### config.mk
export PLATFORM = sky130hd
export DESIGN_NAME = score_tracker
export DESIGN_NICKNAME = d
export VERILOG_FILES = /design/src/rtl/score_pkg.sv /design/src/rtl/bcd2_adder.sv /design/src/rtl/score_tracker.sv
export SDC_FILE = /design/constraint.sdc
export NUM_CORES = 1
export LEC_CHECK = 0
export CAP_MARGIN = 20
export CORE_UTILIZATION = 43
export CTS_CLUSTER_SIZE = 30
export DETAILED_ROUTE_END_ITERATION = 10
export HOLD_SLACK_MARGIN = 0.03
export PLACE_DENSITY = 0.66
export SYNTH_ARGS = -nofsm -noshare
export SYNTH_HDL_FRONTEND = slang
export SYNTH_SLANG_ARGS = --single-unit
### constraint.sdc
create_clock -name Clock -period 4.7 [get_ports Clock]
set_input_delay 0.94 -clock Clock [delete_from_list [all_inputs] [get_ports Clock]]
set_output_delay 0.94 -clock Clock [all_outputs]
set_load 0.1 [all_outputs]
### src/rtl/score_pkg.sv
// Shared types and helpers for the score tracker: game states, default clamp digits, popcount.
package score_pkg;
  typedef enum logic [1:0] {IDLE = 2'd0, PLAY = 2'd1, OVER = 2'd2} state_t;

  localparam int MAX_SCORE_DEF = 99;
  localparam int MAX_TENS      = MAX_SCORE_DEF / 10;
  localparam int MAX_UNITS     = MAX_SCORE_DEF % 10;

  function automatic logic [3:0] popcount(input logic [7:0] v);
    logic [3:0] c;
    c = '0;
    for (int i = 0; i < 8; i++) c = c + 4'(v[i]);
    return c;
  endfunction
endpackage

### src/rtl/bcd2_adder.sv
// Two-digit BCD add of a small addend (0..8), clamped to a two-digit BCD ceiling.
module bcd2_adder (
  input  logic [3:0] tens,
  input  logic [3:0] units,
  input  logic [3:0] addend,
  input  logic [3:0] clamp_tens,
  input  logic [3:0] clamp_units,
  output logic [3:0] sum_tens,
  output logic [3:0] sum_units
);
  logic [4:0] u_raw;
  logic       carry;
  logic [3:0] u;
  logic [4:0] t;
  logic       over;

  always_comb begin
    u_raw = {1'b0, units} + {1'b0, addend};
    carry = (u_raw >= 5'd10);
    u     = carry ? 4'(u_raw - 5'd10) : u_raw[3:0];
    t     = {1'b0, tens} + {4'd0, carry};
    // tens may reach 10 before the clamp, hence the 5-bit compare
    over  = (t > {1'b0, clamp_tens}) || ((t == {1'b0, clamp_tens}) && (u > clamp_units));
    sum_tens  = over ? clamp_tens  : t[3:0];
    sum_units = over ? clamp_units : u;
  end
endmodule

### src/rtl/score_tracker.sv
// Edge-detected hit/miss flags drive a saturating score (binary + BCD) and lives in a small game FSM.
module score_tracker #(
  parameter int NUM_CH      = 2,
  parameter int MAX_SCORE   = score_pkg::MAX_SCORE_DEF,
  parameter int SCORE_W     = 7,
  parameter int START_LIVES = 3
) (
  input  logic               Clock,
  input  logic               Resetn,
  input  logic               start,
  input  logic [NUM_CH-1:0]  hit,
  input  logic [NUM_CH-1:0]  miss,
  output logic [SCORE_W-1:0] score,
  output logic [3:0]         bcd_tens,
  output logic [3:0]         bcd_units,
  output logic [3:0]         lives,
  output logic               playing,
  output logic               game_over,
  output logic               score_pulse
);
  import score_pkg::*;

  localparam logic [3:0] CLAMP_T = 4'(MAX_SCORE / 10);
  localparam logic [3:0] CLAMP_U = 4'(MAX_SCORE % 10);

  state_t              state;
  logic [NUM_CH-1:0]   hit_prev, miss_prev;
  logic [3:0]          n_hit, n_miss;
  logic [SCORE_W:0]    sum;
  logic [SCORE_W-1:0]  score_nxt;
  logic [3:0]          lives_nxt;
  logic [3:0]          tens_nxt, units_nxt;

  always_comb begin
    n_hit     = popcount(8'(hit & ~hit_prev));
    n_miss    = popcount(8'(miss & ~miss_prev));
    sum       = {1'b0, score} + (SCORE_W+1)'(n_hit);
    score_nxt = (sum > (SCORE_W+1)'(MAX_SCORE)) ? SCORE_W'(MAX_SCORE) : sum[SCORE_W-1:0];
    lives_nxt = (n_miss >= lives) ? 4'd0 : lives - n_miss;
  end

  bcd2_adder u_bcd (
    .tens        (bcd_tens),
    .units       (bcd_units),
    .addend      (n_hit),
    .clamp_tens  (CLAMP_T),
    .clamp_units (CLAMP_U),
    .sum_tens    (tens_nxt),
    .sum_units   (units_nxt)
  );

  always_ff @(posedge Clock or negedge Resetn) begin
    if (!Resetn) begin
      state       <= IDLE;
      score       <= '0;
      bcd_tens    <= '0;
      bcd_units   <= '0;
      lives       <= '0;
      playing     <= 1'b0;
      game_over   <= 1'b0;
      score_pulse <= 1'b0;
      hit_prev    <= '0;
      miss_prev   <= '0;
    end else begin
      hit_prev    <= hit;
      miss_prev   <= miss;
      score_pulse <= 1'b0;
      case (state)
        IDLE, OVER: if (start) begin
          state     <= PLAY;
          score     <= '0;
          bcd_tens  <= '0;
          bcd_units <= '0;
          lives     <= 4'(START_LIVES);
          playing   <= 1'b1;
          game_over <= 1'b0;
        end
        PLAY: begin
          score       <= score_nxt;
          bcd_tens    <= tens_nxt;
          bcd_units   <= units_nxt;
          score_pulse <= (score_nxt != score);
          lives       <= lives_nxt;
          // the score from the final cycle is kept even when the game ends
          if (lives_nxt == 4'd0) begin
            state     <= OVER;
            playing   <= 1'b0;
            game_over <= 1'b1;
          end
        end
        default: state <= IDLE;
      endcase
    end
  end
endmodule

==> summary.txt, run 1 <==
Status
  • Status: finished, final reports clean

Timing
  • Setup Skew: 0.007241 ns
  • Normalized max-slew margin: 0.3460
  • Fmax: 230.0 MHz
  • Minimum clock period: 4.347 ns
  • Worst Tran Pin Value: 0.9780 ns
  • Setup violators final: 0
  • Setup TNS: 0 ns
  • RSZ-0062 raised after global routing: no
  • Max-slew violations: 0
  • Final hold vios: 0
  • Fin crit share: 0.9250

Worst setup path
  • Setup crit start: hit[0]
  • R2R depth: 17
  • Worst Setup Start Kind: input port
  • Endpoint type of the worst setup path: register
  • R2R Path End: bcd_units[1]
  • CP Class: input port to register
  • Worst r2r src: hit_prev[0]
  • CP Max Fanout: 5
  • Data arrival time of the critical path: 4.51 ns
  • R2R Setup Slk: 1.16 ns
  • Crit path required time: 4.86 ns

Yosys
  • Main synth FF type: dfrtp_1
  • Netlist cell types: 48
  • Ys async rst share: 1.000
  • YS warnings: 0
  • Post-synthesis sequential area ratio: 0.3763
  • Mapped Area: 1862 µm²
  • FF+latch count, synth: 28
  • Avg Cell Area, Syn: 8.824 µm²
  • Number of synthesized flops with an enable pin: 0
  • Post-Syn Nets: 231
  • Cell count after synthesis: 211

Cells and area
  • NumNets Final: 264
  • Finished Core Util: 0.5560
  • Most frequent cells in the layout: dfrtp_1 (28), clkdlybuf4s50_1 (28), a21oi_1 (21), o21ai_0 (18), nand2_1 (16)
  • Area growth from synthesis to layout: 22.04%
  • Layout cells sized above 1: 0.06198
  • ANT cells: 0
  • Fill cells: 385

Routing
  • Routed vias: 1680
  • WL/cell: 13.85 µm
  • Iter 0 DRT Violations: 124
  • Antenna Violating Nets Remaining: 0
  • Avg Vias per Cell: 5.753
  • DRT Pass-1 Iters: 4
  • Final wirelength: 4.043 mm
  • DRC Markers: 0

Global routing
  • First-pass GRT wire length: 6.796 mm
  • Grt ovf: 0
  • Vias in the first global route: 1522
  • GRT Total Usage: 0.1929
  • Initial antenna violation count: 0
  • Largest net degree at the start of global routing: 29

Min path
  • HP Start: game_over
  • Hold path depth: 1
  • Worst hold path type: register to register
  • Hold EP: game_over

Place
  • PortBufs: 28
  • Post-DP HPWL: 2.904 mm
  • Placer Congestion: 0.8663

Clock network
  • TritonCTS buffer count: 3
  • Post-CTS Setup Bufs: 0
  • Clock root buffer master: clkbuf_8
  • CTS Hold Bufs: 0
  • Worst skew pair latency: 0.27 ns
  • CTS tree: yes
  • CTS resizes: 0
  • Clock-pin slew on the worst setup and hold paths: 0.08 ns
  • Clk buf depth: 2
  • H-tree depth reported by CTS: 1
  • Clk sinks: 28

Floorplanning
  • Row cnt: 23
  • IO Pins: 29
  • Die X: 67.80 µm
  • Initial core utilization: 0.4556
  • Die height: 67.80 µm
  • Die Area: 4597 µm²
  • Core region area: 4086 µm²

Run
  • Max cap viols: 0
## state kept, by name, summed over array words and instances, names as in the netlist
signal	cells
bcd_units	4
miss_prev	2
score_pulse	1
playing	1
lives	4
score	7
state	2
bcd_tens	4
game_over	1
hit_prev	2
## metal layers
layer | up-vias | GRT usage | share of wire
met2 | 50 | 0.3094 | 0.45
met1 | 797 | 0.2629 | 0.49
met5 | - | 0 | 0
met3 | 2 | 0.04561 | 0.054
li1 | 831 | - | -
met4 | 0 | 0.03906 | 0.0040
## worst max path at each step
stage,to,cells after the start
2_1_floorplan,bcd_units[1],18
3_3_place_gp,bcd_units[2],18
3_5_place_dp,bcd_units[1],18
4_1_cts,bcd_units[1],18
5_1_grt,bcd_units[2],19
6_report,bcd_units[1],18
## critical path: stages
cell and delay [ns]:
clkdlybuf4s50_1 0.48, nor2b_1 0.19, ha_1 0.29, ha_1 0.23, ha_1 0.18, a21oi_1 0.21, xnor2_1 0.18, inv_1 0.07
ha_1 0.20, o21a_1 0.10, o22ai_1 0.11, ha_1 0.20, ha_1 0.23, nand3b_1 0.09, o21ai_0 0.08, nand3b_1 0.09
o41a_1 0.37, a32o_1 0.28
## cells by family (layout without fill, tap and decap cells)
kind of cell	after synthesis	count (layout)	synth area share
adders and majority gates	13	13	0.09140
and+or+nand+nor	63	63	0.1761
AOI/OAI and AO/OA	79	79	0.2762
buffers and inverters	20	51	0.04032
DFF	28	28	0.3763
muxes	3	3	0.01613
xor gates and xnor gates	5	5	0.02353
## per-stage QoR
stage                     cell area (µm²)  std cells  hold slack [ns]  worst slack [ns]
after floorplan                      1862        211           0.4636            0.4753
after global placement               2231        289           0.4720            0.1854
after detailed placement             2231        289           0.4695            0.1325
after CTS                            2272        292           0.4959            0.4003
after global routing                 2272        292           0.5103           0.03221
final                                2272        292           0.4918            0.3526
## cell type report
cell class	instances	area, µm²	share of cell area
clock buffers	3	41.29	0.01817
inverters	13	48.80	0.02148
multi-input cells	163	1086	0.4780
flip-flops and latches	28	700.7	0.3084
well taps	50	62.56	0.02753
repair buffers	35	332.8	0.1465
## cells in the mapped netlist, drive strengths merged (5+ instances only)
cell	instances	area [µm²]
nand2	16	60.06
a211oi	5	37.54
dfrtp	28	700.7
inv	13	48.80
a21oi	22	113.9
nor2b	8	50.05
o21ai	19	95.09
nor2	13	51.30
nand2b	6	37.54
clkbuf	6	22.52
a21o	6	45.04
ha	12	150.1
Power of run 1 is not shown: default switching activity piles up to over one toggle a cycle in this logic, so the estimate is an artifact.
==> run 2, diff against run 1 <==
Settings changed: PLACE_DENSITY 0.66 to 0.73.
==> run 2 against run 1 <==
Against the previous run: clock skew increased by 0.0020 ns; sequential share of layout area increased by 0.10 points; register-to-register slack got worse by 0.07 ns; wire length decreased by 2.8%; critical path depth increased by 1; first-iteration DRC count decreased by 2.4%; worst hold slack got worse by 0.0043 ns; clock-buffer cell count unchanged; worst setup slack got worse by 0.043 ns; global-route usage decreased by 1.5 points; via count decreased by 1.4%; non-clock buffer count decreased by 1; critical path type unchanged.
==> summary.txt, run 2 (same netlist as run 1, synthesis figures left out) <==
Clock network
  • Worst skew pair latency: 0.27 ns (about the same)
  • Clock-pin slew on the worst setup and hold paths: 0.08 ns (about the same)
  • H-tree depth reported by CTS: 1 (unchanged)
  • CTS Hold Bufs: 0 (unchanged)
  • CTS resizes: 0 (unchanged)
  • CTS tree: yes (unchanged)
  • Clock root buffer master: clkbuf_8 (unchanged)
  • Clk sinks: 28 (unchanged)
  • Clk buf depth: 2 (unchanged)
  • Post-CTS Setup Bufs: 0 (unchanged)
  • TritonCTS buffer count: 3 (unchanged)

Cells and area
  • Fill cells: 371 (was 385)
  • ANT cells: 0 (unchanged)
  • Area growth from synthesis to layout: 21.64% (was 22.04%)
  • Sequential cell area: 700.7 µm² (unchanged)
  • Layout cells sized above 1: 0.05809 (was 0.06198)
  • Most frequent cells in the layout: dfrtp_1 (28), clkdlybuf4s50_1 (28), a21oi_1 (21), o21ai_0 (18), nand2_1 (16) (unchanged)
  • Max reg flops: 7 (unchanged)
  • Final instance area: 2265 µm² (was 2272 µm²)
  • Reg with most FFs: score (unchanged)
  • Multi-input logic area: 1086 µm² (unchanged)
  • NumNets Final: 263 (was 264)

Routing
  • DRC Markers: 0 (unchanged)
  • WL/cell: 13.50 µm (was 13.85 µm)
  • Final wirelength: 3.929 mm (was 4.043 mm)
  • Iter 0 DRT Violations: 121 (was 124)
  • Antenna Violating Nets Remaining: 0 (unchanged)
  • DRT Pass-1 Iters: 4 (unchanged)
  • Routed vias: 1656 (was 1680)
  • Avg Vias per Cell: 5.691 (was 5.753)

Timing
  • RSZ-0062 raised after global routing: no (unchanged)
  • Setup Skew: 0.009218 ns (was 0.007241 ns)
  • Fmax: 227.8 MHz (was 230.0 MHz)
  • Setup violators final: 0 (unchanged)
  • Worst Tran Pin Value: 0.9727 ns (was 0.9780 ns)
  • Final hold vios: 0 (unchanged)
  • Setup TNS: 0 ns (unchanged)
  • Minimum clock period: 4.391 ns (was 4.347 ns)
  • Max-slew violations: 0 (unchanged)
  • Fin crit share: 0.9342 (was 0.9250)
  • Normalized max-slew margin: 0.3495 (was 0.3460)

Floorplanning
  • Die Area: 4597 µm² (unchanged)
  • Core region area: 4086 µm² (unchanged)
  • Die height: 67.80 µm (unchanged)
  • Row cnt: 23 (unchanged)
  • IO Pins: 29 (unchanged)
  • Die X: 67.80 µm (unchanged)
  • Initial core utilization: 0.4556 (unchanged)

Worst setup path
  • CP Class: input port to register (unchanged)
  • Endpoint type of the worst setup path: register (unchanged)
  • Worst Setup Start Kind: input port (unchanged)
  • Crit path required time: 4.86 ns (about the same)
  • CP Max Fanout: 5 (unchanged)
  • Data arrival time of the critical path: 4.55 ns (was 4.51 ns)
  • R2R depth: 18 (was 17)

Global routing
  • Vias in the first global route: 1403 (was 1522)
  • First-pass GRT wire length: 6.251 mm (was 6.796 mm)
  • Grt ovf: 0 (unchanged)
  • Largest net degree at the start of global routing: 29 (unchanged)
  • GRT Total Usage: 0.1780 (was 0.1929)
  • Initial antenna violation count: 0 (unchanged)

Place
  • PortBufs: 28 (unchanged)
  • Post-placement cell area: 2223 µm² (was 2231 µm²)
  • Placer Congestion: 0.8510 (was 0.8663)
  • Post-DP HPWL: 2.849 mm (was 2.904 mm)

Run
  • Max cap viols: 0 (unchanged)

Min path
  • Hold path depth: 1 (unchanged)
  • Worst hold path type: register to register (unchanged)

Status
  • Status: finished, final reports clean (unchanged)
-- run 2: per-stage QoR --
step,std cells,util,setup slack [ns],hold WS (ns)
2_1_floorplan,211,-,0.4753,0.4636
5_1_grt,291,0.5542,0.03264,0.5179
3_3_place_gp,288,0.5441,0.1718,0.4720
6_report,291,0.5542,0.3092,0.4875
3_5_place_dp,288,0.5441,0.07350,0.4773
4_1_cts,291,0.5542,0.3216,0.4928
-- run 2: cell type report --
class | instances | share of cell area
inverters | 13 | 0.02155
clock buffers | 3 | 0.01823
multi-input cells | 163 | 0.4796
repair buffers | 34 | 0.1436
flip-flops and latches | 28 | 0.3094
well taps | 50 | 0.02762
-- run 2: final timing paths --
| kind | startpoint | endpoint | slack (ns) |
|---|---|---|---|
| worst max-delay path | hit[0] | bcd_units[1] | 0.31 |
| worst min-delay path | game_over | game_over | 0.49 |
| max in group asynchronous | Resetn | miss_prev[1] | 3.38 |
| min in group asynchronous | Resetn | score[2] | 1.04 |
| worst min register to register | game_over | game_over | 0.49 |
| worst max register to register | hit_prev[0] | bcd_units[1] | 1.09 |
-- run 2: critical path, cell delays in order --
cell and delay (ns):
clkdlybuf4s50_1 0.47, nor2b_1 0.20, ha_1 0.27, xnor2_1 0.20, inv_1 0.08, ha_1 0.20, a21oi_1 0.19, xnor2_1 0.17
inv_1 0.07, ha_1 0.20, o21a_1 0.11, o22ai_1 0.13, ha_1 0.20, ha_1 0.22, nand3b_1 0.09, o21ai_0 0.09
nand3b_1 0.09, o41a_1 0.37, a32o_1 0.28
-- run 2: layer usage --
layer,share of wire,GRT usage,vias to the layer above
met2,0.43,0.2748,36
met4,0.0056,0.04167,0
met5,0,0,-
met3,0.043,0.04054,2
li1,-,-,835
met1,0.52,0.2500,783
Power of run 2 is left out for the same reason.
